<file path="src/rtl/regfile_write_arbiter_pkg.sv">
// Shared widths and slot record for the register-file write arbiter.
// The slot fields are sized by RF_DATA_W/RF_ADDR_W; the top's DATA_W/ADDR_W must match them.
package regfile_arb_pkg;

    localparam int RF_DATA_W  = 32;
    localparam int RF_ADDR_W  = 5;
    localparam int RF_NUM_REQ = 2;
    localparam int RF_PTR_W   = $clog2(RF_NUM_REQ);

    typedef struct packed {
        logic                 full;
        logic [RF_ADDR_W-1:0] addr;
        logic [RF_DATA_W-1:0] data;
    } slot_t;

    // Round-robin successor of index i among n requesters.
    function automatic int rr_next(input int i, input int n);
        return (i + 1) % n;
    endfunction

endpackage

</file>
<file path="src/rtl/regfile_write_arbiter_if.sv">
// Requester-side and write-port signals of the register-file write arbiter.
// Handshake: a request transfers at a rising edge where ReqValid[i] and ReqReady[i] are both 1;
// ReqReady never depends on ReqValid, and Grant/WrEnable/WrAddr/WrData are outputs only.
interface regfile_write_arbiter_if
    import regfile_arb_pkg::*;
#(
    parameter int NUM_REQ = RF_NUM_REQ,
    parameter int DATA_W  = RF_DATA_W,
    parameter int ADDR_W  = RF_ADDR_W
);

    logic [NUM_REQ-1:0]        ReqValid;
    logic [NUM_REQ-1:0]        ReqReady;
    logic [NUM_REQ*ADDR_W-1:0] ReqAddr;
    logic [NUM_REQ*DATA_W-1:0] ReqData;
    logic                      WrEnable;
    logic [ADDR_W-1:0]         WrAddr;
    logic [DATA_W-1:0]         WrData;
    logic [NUM_REQ-1:0]        Grant;
    logic                      Busy;

    modport master (
        output ReqValid, ReqAddr, ReqData,
        input  ReqReady, WrEnable, WrAddr, WrData, Grant, Busy
    );

    modport slave (
        input  ReqValid, ReqAddr, ReqData,
        output ReqReady, WrEnable, WrAddr, WrData, Grant, Busy
    );

endinterface

</file>
<file path="src/rtl/regfile_write_arbiter_rr_arbiter.sv">
// NUM_REQ-way round-robin grant: first requesting index at or after ptr, wrapping.
// Every index used is a loop constant, so the search unrolls into a flat priority mux.
module rr_arbiter
    import regfile_arb_pkg::*;
#(
    parameter int NUM_REQ = RF_NUM_REQ,
    parameter int PTR_W   = $clog2(NUM_REQ)
) (
    input  logic [NUM_REQ-1:0] req,
    input  logic [PTR_W-1:0]   ptr,
    output logic [NUM_REQ-1:0] grant,
    output logic [PTR_W-1:0]   next_ptr
);

    logic found;

    always_comb begin
        grant    = '0;
        next_ptr = ptr;
        found    = 1'b0;
        // Offset k outer loop gives priority to the index closest to ptr.
        for (int k = 0; k < NUM_REQ; k++) begin
            for (int j = 0; j < NUM_REQ; j++) begin
                if (!found && req[j] && (ptr == PTR_W'((j - k + NUM_REQ) % NUM_REQ))) begin
                    found    = 1'b1;
                    grant[j] = 1'b1;
                    next_ptr = PTR_W'(rr_next(j, NUM_REQ));
                end
            end
        end
    end

endmodule

</file>
<file path="src/rtl/regfile_write_arbiter.sv">
// Shares one registered register-file write port among NUM_REQ writeback requesters,
// each with a one-entry holding slot. Optional ZERO_REG_DROP_EN swallows writes to index 0.
module regfile_write_arbiter
    import regfile_arb_pkg::*;
#(
    parameter int DATA_W  = RF_DATA_W,
    parameter int ADDR_W  = RF_ADDR_W,
    parameter int NUM_REQ = RF_NUM_REQ
) (
    input  logic                   Clock,
    input  logic                   Reset,
    regfile_write_arbiter_if.slave bus
);

    localparam int PTR_W = $clog2(NUM_REQ);

    slot_t              slot_q [NUM_REQ];
    slot_t              slot_d [NUM_REQ];
    logic [PTR_W-1:0]   ptr_q;
    logic [PTR_W-1:0]   ptr_d;
    logic               wr_en_q;
    logic               wr_en_d;
    logic [ADDR_W-1:0]  wr_addr_q;
    logic [ADDR_W-1:0]  wr_addr_d;
    logic [DATA_W-1:0]  wr_data_q;
    logic [DATA_W-1:0]  wr_data_d;

    logic [NUM_REQ-1:0] full;
    logic [NUM_REQ-1:0] grant;
    logic [NUM_REQ-1:0] ready;
    logic [NUM_REQ-1:0] fill;

    always_comb begin
        full = '0;
        for (int i = 0; i < NUM_REQ; i++) begin
            full[i] = slot_q[i].full;
        end
    end

    rr_arbiter #(
        .NUM_REQ (NUM_REQ),
        .PTR_W   (PTR_W)
    ) u_rr_arbiter (
        .req      (full),
        .ptr      (ptr_q),
        .grant    (grant),
        .next_ptr (ptr_d)
    );

    // A draining slot can take a new request in the same cycle.
    assign ready = ~full | grant;

    always_comb begin
        fill = '0;
        for (int i = 0; i < NUM_REQ; i++) begin
            fill[i] = bus.ReqValid[i] & ready[i];
`ifdef ZERO_REG_DROP_EN
            // Index 0 completes the handshake but never occupies the slot.
            if (bus.ReqAddr[i*ADDR_W +: ADDR_W] == '0) begin
                fill[i] = 1'b0;
            end
`endif
        end
    end

    always_comb begin
        for (int i = 0; i < NUM_REQ; i++) begin
            slot_d[i] = slot_q[i];
            if (grant[i]) begin
                slot_d[i].full = 1'b0;
            end
            if (fill[i]) begin
                slot_d[i].full = 1'b1;
                slot_d[i].addr = bus.ReqAddr[i*ADDR_W +: ADDR_W];
                slot_d[i].data = bus.ReqData[i*DATA_W +: DATA_W];
            end
        end
    end

    always_comb begin
        wr_en_d   = |grant;
        wr_addr_d = wr_addr_q;
        wr_data_d = wr_data_q;
        for (int i = 0; i < NUM_REQ; i++) begin
            if (grant[i]) begin
                wr_addr_d = slot_q[i].addr;
                wr_data_d = slot_q[i].data;
            end
        end
    end

    // Reset wins over any accept, so requests seen while Reset=0 are dropped.
    always_ff @(posedge Clock) begin
        if (!Reset) begin
            for (int i = 0; i < NUM_REQ; i++) begin
                slot_q[i] <= '0;
            end
            ptr_q     <= '0;
            wr_en_q   <= 1'b0;
            wr_addr_q <= '0;
            wr_data_q <= '0;
        end else begin
            for (int i = 0; i < NUM_REQ; i++) begin
                slot_q[i] <= slot_d[i];
            end
            ptr_q     <= ptr_d;
            wr_en_q   <= wr_en_d;
            wr_addr_q <= wr_addr_d;
            wr_data_q <= wr_data_d;
        end
    end

    assign bus.ReqReady = ready;
    assign bus.Grant    = grant;
    assign bus.WrEnable = wr_en_q;
    assign bus.WrAddr   = wr_addr_q;
    assign bus.WrData   = wr_data_q;
    assign bus.Busy     = (|full) | wr_en_q;

endmodule

</file>
<file path="src/flat_wrapper.sv">
// flat-port wrapper written by rule: the top's interface ports become plain ports
module regfile_write_arbiter_flat import regfile_arb_pkg::*;
#(
    parameter int DATA_W  = RF_DATA_W,
    parameter int ADDR_W  = RF_ADDR_W,
    parameter int NUM_REQ = RF_NUM_REQ
)
  (Clock, Reset, bus_ReqValid, bus_ReqAddr, bus_ReqData, bus_ReqReady, bus_WrEnable, bus_WrAddr, bus_WrData, bus_Grant, bus_Busy);
  regfile_write_arbiter_if #(.NUM_REQ(NUM_REQ), .DATA_W(DATA_W), .ADDR_W(ADDR_W)) bus_i ();
  input  logic Clock;
  input  logic Reset;
  input wire logic [$bits(bus_i.ReqValid)-1:0] bus_ReqValid;
  input wire logic [$bits(bus_i.ReqAddr)-1:0] bus_ReqAddr;
  input wire logic [$bits(bus_i.ReqData)-1:0] bus_ReqData;
  output wire logic [$bits(bus_i.ReqReady)-1:0] bus_ReqReady;
  output wire logic [$bits(bus_i.WrEnable)-1:0] bus_WrEnable;
  output wire logic [$bits(bus_i.WrAddr)-1:0] bus_WrAddr;
  output wire logic [$bits(bus_i.WrData)-1:0] bus_WrData;
  output wire logic [$bits(bus_i.Grant)-1:0] bus_Grant;
  output wire logic [$bits(bus_i.Busy)-1:0] bus_Busy;
  assign bus_i.ReqValid = bus_ReqValid;
  assign bus_i.ReqAddr = bus_ReqAddr;
  assign bus_i.ReqData = bus_ReqData;
  assign bus_ReqReady = bus_i.ReqReady;
  assign bus_WrEnable = bus_i.WrEnable;
  assign bus_WrAddr = bus_i.WrAddr;
  assign bus_WrData = bus_i.WrData;
  assign bus_Grant = bus_i.Grant;
  assign bus_Busy = bus_i.Busy;
  regfile_write_arbiter #(.DATA_W(DATA_W), .ADDR_W(ADDR_W), .NUM_REQ(NUM_REQ)) u_core (.Clock(Clock), .Reset(Reset), .bus(bus_i));
endmodule
</file>
<file path="config.mk">
export PLATFORM = sky130hd
export DESIGN_NAME = regfile_write_arbiter_flat
export DESIGN_NICKNAME = d
export VERILOG_FILES = /design/src/rtl/regfile_write_arbiter_pkg.sv /design/src/rtl/regfile_write_arbiter_if.sv /design/src/rtl/regfile_write_arbiter_rr_arbiter.sv /design/src/rtl/regfile_write_arbiter.sv /design/src/flat_wrapper.sv
export SDC_FILE = /design/constraint.sdc
export NUM_CORES = 1
export LEC_CHECK = 0
export CAP_MARGIN = 30
export CORE_ASPECT_RATIO = 0.9
export CORE_MARGIN = 4
export CORE_UTILIZATION = 52
export DETAILED_ROUTE_END_ITERATION = 12
export PLACE_DENSITY = 0.86
export SLEW_MARGIN = 40
export SYNTH_ARGS = -nofsm -noshare
export SYNTH_HDL_FRONTEND = slang
export SYNTH_SLANG_ARGS = --single-unit
</file>
<file path="constraint.sdc">
create_clock -name Clock -period 2.42 [get_ports Clock]
set_input_delay 0.242 -clock Clock [delete_from_list [all_inputs] [get_ports Clock]]
set_output_delay 0.242 -clock Clock [all_outputs]
set_load 0.005 [all_outputs]
</file>
=== After elaboration in Yosys (flattened, before gate mapping) ===
Memories as Yosys holds them, arrays and structs flattened.
Index checks and enable logic that the tools add are counted.
Widths: inputs -> output; s select.

* Output and inout port bits: 43
* Logic and storage cells: 50
* Memories kept: 1
* Memory bits (writable): 76
* ROM bits: 0
* Input port bits: 78
* Bits in latches: 0
* Register bits after elaboration: 39

{| class="wikitable"
|+ Memories
! name !! depth !! bits a word !! read ports !! clocked after memory_dff !! write ports !! line !! source
|-
| u_core.slot_q || 2 || 38 || 2 || 0 || 2 || regfile_write_arbiter.sv:17 || <nowiki>slot_t slot_q [NUM_REQ];</nowiki>
|}

* Bitwise gates (word level): 9
* Shift-type cells: 0
* Muxes and demuxes: 21
* Equal/unequal tests: 0
* Multiply operators: 0
* Reduce and logical (&&, ||, !) cells: 15
* Add/sub/neg operators: 0
* Magnitude comparators: 0
* Divide/modulo/power cells: 0

{| class="wikitable"
|+ Operator list
! kind !! count
|-
| $mux 38 || 4
|-
| $mux 32 || 2
|-
| $mux 1 || 13
|-
| $mux 5 || 2
|-
| $logic_and 1x1->1 || 7
|-
| $reduce_or 2->1 || 3
|-
| $logic_not 1->1 || 3
|-
| $or 1x1->1 || 3
|-
| $reduce_bool 3->1 || 1
|-
| $and 1x1->1 || 2
|-
| $not 1->1 || 2
|-
| $not 2->2 || 1
|-
| $or 2x2->2 || 1
|-
| $reduce_bool 2->1 || 1
|}

=== Longest topological paths before layout ===
Gate-level depths: netlist of run 1.

* Depth in word-level cells: 19
* Mapped depth: 5
* Gate-level depth less buffers: 3

=== By module ===
Synthesis of run 1 repeated with hierarchy kept, for this count alone.

* Cells, all modules: 506
* Area total of the unflattened synthesis: 4693.3 um^2

{| class="wikitable"
|+ Modules (own cells, without submodules)
! module !! sequential area each (um^2) !! area each (um^2) !! times used !! cells an instance
|-
| regfile_write_arbiter || 2302.2 || 4664.5 || 1 || 501
|-
| rr_arbiter || 0.0 || 28.8 || 1 || 5
|}

=== Worst setup path before layout of run 1 ===
OpenSTA, ideal clock, no wires.

* Kind: register -> register
* From: memory u_core.slot_q[0][37] (netlist bit)
* To: register u_core.wr_data_q[22] (netlist: u_core.bus.WrData[22])
* Data arrival time: 1282 ps
* Slack: 1016 ps
* Required time: 2298 ps
* Path buffers: 2
* Cell stages (with the launch flop): 6
* Period minus slack after synthesis: 1404 ps
* Library setup time: 122 ps
* Path through: dfxtp_1 nand2b_1 and3_1 buf_2 clkbuf_1 a221o_1

{| class="wikitable"
|+ RTL lines
! what !! line !! source
|-
| start: declaration || regfile_write_arbiter.sv:17 ||
|-
| end signal: assignment || regfile_write_arbiter.sv:109 || <nowiki>wr_data_q <= wr_data_d;</nowiki>
|-
| end: declaration || regfile_write_arbiter.sv:25 || <nowiki>logic [DATA_W-1:0] wr_data_q;</nowiki>
|}

==> summary.txt, run 1 <==
Run status
  – Outcome: completed

Placement
  – Dpl ws: 0.901 ns
  – IO Port Bufs: 120
  – Final Wtd Congestion: 0.769
  – Estimated wirelength of the detail-placed design: 6.87 mm

Detailed routing
  – DRC violation total after the first TritonRoute iteration: 209
  – Number of iterations in the first detailed-routing pass: 4
  – Number of nets with antenna violations after routing: 0
  – Wire length per cell: 15.4 µm
  – Total detailed-routing wirelength: 10.9 mm
  – Routed via count divided by cell count: 5.18
  – Detailed-route DRC error count: 0
  – Vias after detailed routing: 3675

Critical path
  – Worst EP arrival: 1.78 ns
  – Worst-path maximum fanout: 7
  – Worst setup slack for register-to-register paths: 0.88 ns
  – Reg-to-reg critical path endpoint: u_core.bus.WrData[8]$_SDFFE_PN0P_
  – CP required: 2.18 ns
  – Critical register-to-register path startpoint: u_core.slot_q[0][37]$_SDFFE_PN0P_
  – Type of the worst setup path: flip-flop to output pin
  – Kind of launch point of the worst setup path: flip-flop
  – Worst-case reg-to-reg path depth: 4
  – Endpoint class of the critical path: output pin

Yosys
  – Combinational family with the most area after synthesis: simple AND/OR/NAND/NOR gates
  – Number of nets produced by synthesis: 543
  – Warning count from the yosys run: 0
  – Cell taking the most area after synthesis: dfxtp_1
  – Top-count cell post-synth: nand2_1
  – Number of instances in the synthesized netlist: 465
  – Cell types occupying the most area after synthesis: dfxtp_1 (51%), mux2i_1 (16%), nand2_1 (12%), a221o_1 (8.2%), and2_1 (5.6%)
  – Share of the synthesized netlist area taken by xor and xnor gates: 0%
  – Total standard cell area after synthesis: 4540 µm²
  – Fraction of the yosys area taken by sequential cells: 50.7%
  – Most frequently used flop master after synthesis: dfxtp_1
  – Avg Inst Size Synth: 9.77 µm²
  – Compound-gate portion of the synthesized area: 8.98%
  – Count of state elements after synthesis: 115
  – Number of flops mapped to enable cells by yosys: 0
  – Simple-gate share of the synthesized area: 19.0%
  – Synth top area share: 50.7%
  – Async set or reset register ratio after synthesis: 0%
  – Number of library cell types mapped by synthesis: 19
  – Post-synthesis share of cell area spent on full adders, half adders and majority gates: 0%
  – Proportion of synthesized area in mux cells: 16.3%
  – Ranking of synthesized cells by instance count: nand2_1 (148), dfxtp_1 (115), mux2i_1 (74), and2_1 (41), a221o_1 (37)

GRT
  – Number of antenna violations at the first check in global routing: 0
  – Wire length of the first global-routing pass: 18.2 mm
  – Leftover overflow at the end of global routing: 0
  – Number of global-route vias before repair: 3810
  – Pin count of the biggest net entering global routing: 91
  – All-Layer GR Usage: 21.9%

Clocking
  – TritonCTS buffer count: 17
  – TritonCTS clock tree: yes
  – Setup Fix Bufs, Post-CTS: 0
  – Total clock sinks: 115
  – Clock-pin slew on the worst setup and hold paths: 0.06 ns
  – Source-to-sink clock delay at the later pin of the worst-skew pair: 0.51 ns
  – H-tree depth: 4
  – Maximum root-to-sink buffer count: 2
  – Hold bufs inserted after CTS: 0
  – Number of gates given a new drive strength after cts: 0
  – Clock root cell: clkbuf_8

STA
  – Final period util: 83.4%
  – Worst clock skew on the final layout: 0.00974 ns
  – Setup Total Neg Slack: 0 ns
  – Slack of the critical path: 0.401 ns
  – Unrepaired setup endpoints after global routing: no
  – Setup violators final: 0
  – Transition at the pin with the smallest max-transition slack: 0.589 ns
  – Slew HR: 60.7%
  – Number of hold violations in the final report: 0
  – Count of pins over their slew limit: 0
  – Achievable frequency: 495 MHz
  – Worst Hold Margin: 0.287 ns
  – Post-layout min period: 2.02 ns

Power
  – Pwr/cell area: 794 nW/µm²
  – Standby leakage power: 2.69 nW
  – Maximum VDD drop: 483 µV

Cells and area
  – Final net count: 655
  – Fraction of final layout cells with drive strength greater than 1: 7.63%
  – Number of antenna repair diodes: 0
  – Multi-input combinational cell area: 2020 µm²
  – Filler cells: 569
  – FF/Latch Area: 2300 µm²
  – Synth-to-Final Area Change: 40.4%

Die
  – Die area: 10300 µm²
  – Starting density of the core: 53.3%
  – Placeable core area: 8530 µm²
  – Top Ports: 121
  – Die H: 96.7 µm
  – Number of rows created at floorplan: 32
  – Die outline width: 107 µm

Run
  – Count of max-cap constraint violations: 0

Min path
  – Worst-case hold path end point: u_core.slot_q[0][45]$_SDFFE_PN0P_
  – Type of the most critical hold path: primary input to flip-flop
  – Hold-critical path depth: 3
  – Hold path startpoint: bus_ReqData[39]
-- flip-flops by register name, summed over array words and instances, names as in the netlist --
register,count
u_core.ptr_q,1
u_core.bus.WrEnable,1
u_core.bus.WrAddr,5
u_core.slot_q,76
u_core.bus.WrData,32
-- through the flow --
step / std cells / instance area [µm²] / utilization [%] / power, W
global placement: 677 / 5770 / 67.6 / 0.00257
floorplan: 465 / 4540 / - / 0.00234
CTS: 709 / 6370 / 74.7 / 0.00510
finish: 709 / 6380 / 74.8 / 0.00507
detailed placement: 677 / 5770 / 67.6 / 0.00259
global route: 709 / 6380 / 74.8 / 0.00524
-- cell type report --
| class | instances | area share (%) |
|---|---|---|
| flip-flops and latches | 115 | 36.1 |
| multi-input cells | 312 | 31.7 |
| repair buffers | 129 | 20.3 |
| clock buffers | 18 | 6.71 |
| clock inverters | 14 | 2.77 |
| well taps | 119 | 2.33 |
| inverters | 2 | 0.118 |
-- kinds of logic after synthesis --
| kind of cell | Yosys count |
|---|---|
| flops | 115 |
| compound gates | 42 |
| mux | 74 |
| buf+inv | 38 |
| simple gates | 196 |
-- where the power goes --
part / total [W] / switching, W / internal, W
sequential: 0.00207 / 0.0000670 / 0.00201
clock: 0.00251 / 0.000906 / 0.00161
combinational: 0.000481 / 0.000201 / 0.000281
total: 0.00507 / 0.00117 / 0.00389
-- critical path, cell delays in order (launching register included) --
cell and delay (ns):
dfxtp_1 0.47, a21boi_1 0.26, clkdlybuf4s50_1 0.54
-- per-layer routing --
metal	part of all wire, %	up-vias	global-route usage, %
li1	-	1802	-
met3	5.8	11	5.27
met2	51	126	37.1
met1	42	1736	26.9
met4	1.4	0	8.16
met5	0	-	0
-- worst max-delay path by stage --
stage | start | endpoint
floorplan | u_core.slot_q[0][37]$_SDFFE_PN0P_ | u_core.bus.WrData[22]$_SDFFE_PN0P_
global placement | u_core.slot_q[0][75]$_SDFFE_PN0P_ | bus_Busy
detailed placement | u_core.slot_q[0][37]$_SDFFE_PN0P_ | u_core.bus.WrData[6]$_SDFFE_PN0P_
CTS | u_core.slot_q[0][37]$_SDFFE_PN0P_ | bus_Grant[0]
global route | u_core.slot_q[0][37]$_SDFFE_PN0P_ | bus_Grant[0]
finish | u_core.slot_q[0][37]$_SDFFE_PN0P_ | bus_Grant[0]
-- cell usage in the layout, fill, tap and decap left out, drive strengths merged --
master	instances
o21a	1
clkbuf	18
clkinv	2
nand3b	1
nand3	1
nand2b	2
inv	6
buf	10
and2	41
clkinvlp	5
clkdlybuf4s50	119
and3	1
or3	1
a221o	37
bufinv	3
a21boi	4
nand2	148
nor3b	1
mux2i	74
dfxtp	115
(Power assumes the default switching activity.)
==> inputs of run 2 (changes only) <==
--- a/config.mk
+++ b/config.mk
@@ -8,9 +8,9 @@
 export CAP_MARGIN = 30
 export CORE_ASPECT_RATIO = 0.9
 export CORE_MARGIN = 4
-export CORE_UTILIZATION = 52
+export CORE_UTILIZATION = 48
 export DETAILED_ROUTE_END_ITERATION = 12
-export PLACE_DENSITY = 0.86
+export PLACE_DENSITY = 0.8
 export SLEW_MARGIN = 40
 export SYNTH_ARGS = -nofsm -noshare
 export SYNTH_HDL_FRONTEND = slang
==> constraint.sdc (replaced) <==
create_clock -name Clock -period 2 [get_ports Clock]
set_input_delay 0.2 -clock Clock [delete_from_list [all_inputs] [get_ports Clock]]
set_output_delay 0.2 -clock Clock [all_outputs]
set_load 0.005 [all_outputs]
==> run 2 against run 1 <==
  * Cell area down 0.33%
  * Total power up 19%
  * Sequential power up 21%
  * First-iteration DRC count down 38%
  * Sequential share of layout area up 0.18 points
  * Wire length up 5.7%
  * Via count about the same
  * Non-clock buffer count down 3
  * Sequential cell count unchanged
  * Register-to-register slack worse by 0.40 ns
  * Worst hold slack worse by 0.19 ns
  * Critical endpoint is now bus_Busy
  * Largest cell class unchanged
  * Largest power group unchanged
==> summary.txt, run 2 (same netlist as run 1, synthesis figures left out) <==
Critical path
  – CP required: 1.80 ns
  – Endpoint class of the critical path: output pin
  – Worst-path maximum fanout: 9
  – CP max stage delay: 0.45 ns
  – Kind of launch point of the worst setup path: flip-flop
  – Worst EP arrival: 1.71 ns
  – Cells along the critical path: or3_1 > clkdlybuf4s50_1
  – Crit path buffers/inverters: 1
  – Critical path's slowest cell: clkdlybuf4s50_1
  – Top Family by Delay on Critical Path: buffers and inverters
  – Type of the worst setup path: flip-flop to output pin

Clocking
  – H-tree depth: 4
  – TritonCTS buffer count: 17
  – TritonCTS clock tree: yes
  – Number of gates given a new drive strength after cts: 0
  – Source-to-sink clock delay at the later pin of the worst-skew pair: 0.52 ns
  – Clock root cell: clkbuf_8
  – Setup Fix Bufs, Post-CTS: 0
  – Clock-pin slew on the worst setup and hold paths: 0.06 ns
  – Hold bufs inserted after CTS: 0
  – Maximum root-to-sink buffer count: 2
  – Total clock sinks: 115

Die
  – Die H: 100 µm
  – Die outline width: 111 µm
  – Starting density of the core: 49.6%
  – Number of rows created at floorplan: 33
  – Die area: 11100 µm²
  – Placeable core area: 9170 µm²
  – Top Ports: 121

STA
  – Worst clock skew on the final layout: 0.0103 ns
  – Setup violators final: 0
  – Post-layout min period: 1.91 ns
  – Worst Hold Margin: 0.0959 ns
  – Final period util: 95.6%
  – Slew HR: 66.4%
  – Number of hold violations in the final report: 0
  – Unrepaired setup endpoints after global routing: no
  – Achievable frequency: 523 MHz
  – Count of pins over their slew limit: 0
  – Setup Total Neg Slack: 0 ns
  – Transition at the pin with the smallest max-transition slack: 0.504 ns

Power
  – Relative contribution of sequential cells to total power: 41.8%
  – Comb power frac: 9.8%
  – Net switching power of the design: 0.00140 W
  – Internal: 0.00460 W
  – Net Sw Frac: 23.4%
  – Maximum VDD drop: 460 µV
  – Standby leakage power: 2.67 nW
  – Proportion of power drawn by the clock network: 48.4%
  – Pwr/cell area: 945 nW/µm²

Cells and area
  – Top register by number of flip-flops: u_core.slot_q
  – Most frequent standard cell in the layout excluding fill and tap cells: nand2_1
  – Highest-count cells in the layout ignoring fill and taps: nand2_1 (148), clkdlybuf4s50_1 (119), dfxtp_1 (112)
  – Final net count: 652
  – Filler cells: 732
  – Final non-filler cell total: 709
  – Largest register FFs: 76
  – Fraction of final layout cells with drive strength greater than 1: 7.50%
  – FF/Latch Area: 2310 µm²
  – Number of antenna repair diodes: 0
  – Synth-to-Final Area Change: 39.9%
  – Multi-input combinational cell area: 2020 µm²
  – Final standard cell utilization of the core: 69.3%

Detailed routing
  – Vias after detailed routing: 3673
  – Total detailed-routing wirelength: 11.5 mm
  – Routed via count divided by cell count: 5.18
  – Wire length per cell: 16.3 µm
  – Number of nets with antenna violations after routing: 0
  – DRC violation total after the first TritonRoute iteration: 130
  – Number of iterations in the first detailed-routing pass: 4
  – Detailed-route DRC error count: 0

Run
  – Count of max-cap constraint violations: 0

GRT
  – Wire length of the first global-routing pass: 18.9 mm
  – Pin count of the biggest net entering global routing: 129
  – All-Layer GR Usage: 21.1%
  – Number of antenna violations at the first check in global routing: 0
  – Leftover overflow at the end of global routing: 0
  – Number of global-route vias before repair: 3870

Min path
  – Type of the most critical hold path: primary input to flip-flop

Run status
  – Outcome: completed

Placement
  – IO Port Bufs: 120
  – Final Wtd Congestion: 0.755
  – Estimated wirelength of the detail-placed design: 7.10 mm
  – Instance count after placement with tap cells included: 677
run 2: cell types whose count changed in the layout (fill, tap and decap cells not counted), moves of 2 or more:
cell	delta
buf_4	-4
buf_12	+2
clkinv_2	+2
inv_6	-3
dfxtp_1	-3
dfxtp_2	+3
run 2: path summary, 6_finish.rpt:
| path | slack [ns] | startpoint | to | cells past startpoint |
|---|---|---|---|---|
| worst max-delay path | 0.09 | u_core.slot_q[0][75]$_SDFFE_PN0P_ | bus_Busy | 2 |
| worst min-delay path | 0.1 | Reset | u_core.slot_q[0][50]$_SDFFE_PN0P_ | 3 |
| worst max register to register | 0.48 | u_core.ptr_q$_SDFFE_PP0P_ | u_core.bus.WrData[20]$_SDFFE_PN0P_ | 4 |
| worst min register to register | 0.45 | u_core.slot_q[0][50]$_SDFFE_PN0P_ | u_core.slot_q[0][50]$_SDFFE_PN0P_ | 2 |
run 2: layout make-up:
type	count	area share [%]
Sequential cell	115	36.3
Multi-Input combinational cell	312	31.8
Timing Repair Buffer	126	20.4
Clock buffer	20	7.01
Tap cell	122	2.40
Clock inverter	12	2.07
Inverter	2	0.118
run 2: metrics by stage:
stage,power (W),setup slack (ns),area (µm²)
2_1_floorplan,0.00283,0.596,4540
3_3_place_gp,0.00312,0.490,5780
3_5_place_dp,0.00314,0.408,5780
4_1_cts,0.00604,0.0208,6350
5_1_grt,0.00621,0.0447,6360
6_report,0.00601,0.0872,6360
run 2: worst register-to-register path, cell delays in order (launching register included):
cell	delay, ns
dfxtp_2	0.34
nand2b_1	0.16
and3_1	0.34
buf_12	0.24
a221o_1	0.31
run 2: per-layer routing:
layer	global-route usage [%]	wire length, µm	vias up
met4	6.53	142	0
met2	37.0	5710	99
li1	-	-	1799
met5	0	0	-
met3	5.85	569	18
met1	25.2	5120	1757
run 2: power groups by stage:
stage / Clock, W / Sequential, W / Combinational [W]
floorplan: 0 / 0.00253 / 0.000300
global route: 0.00305 / 0.00252 / 0.000642
CTS: 0.00293 / 0.00251 / 0.000596
finish: 0.00291 / 0.00251 / 0.000589
detailed placement: 0 / 0.00255 / 0.000590
global placement: 0 / 0.00255 / 0.000575
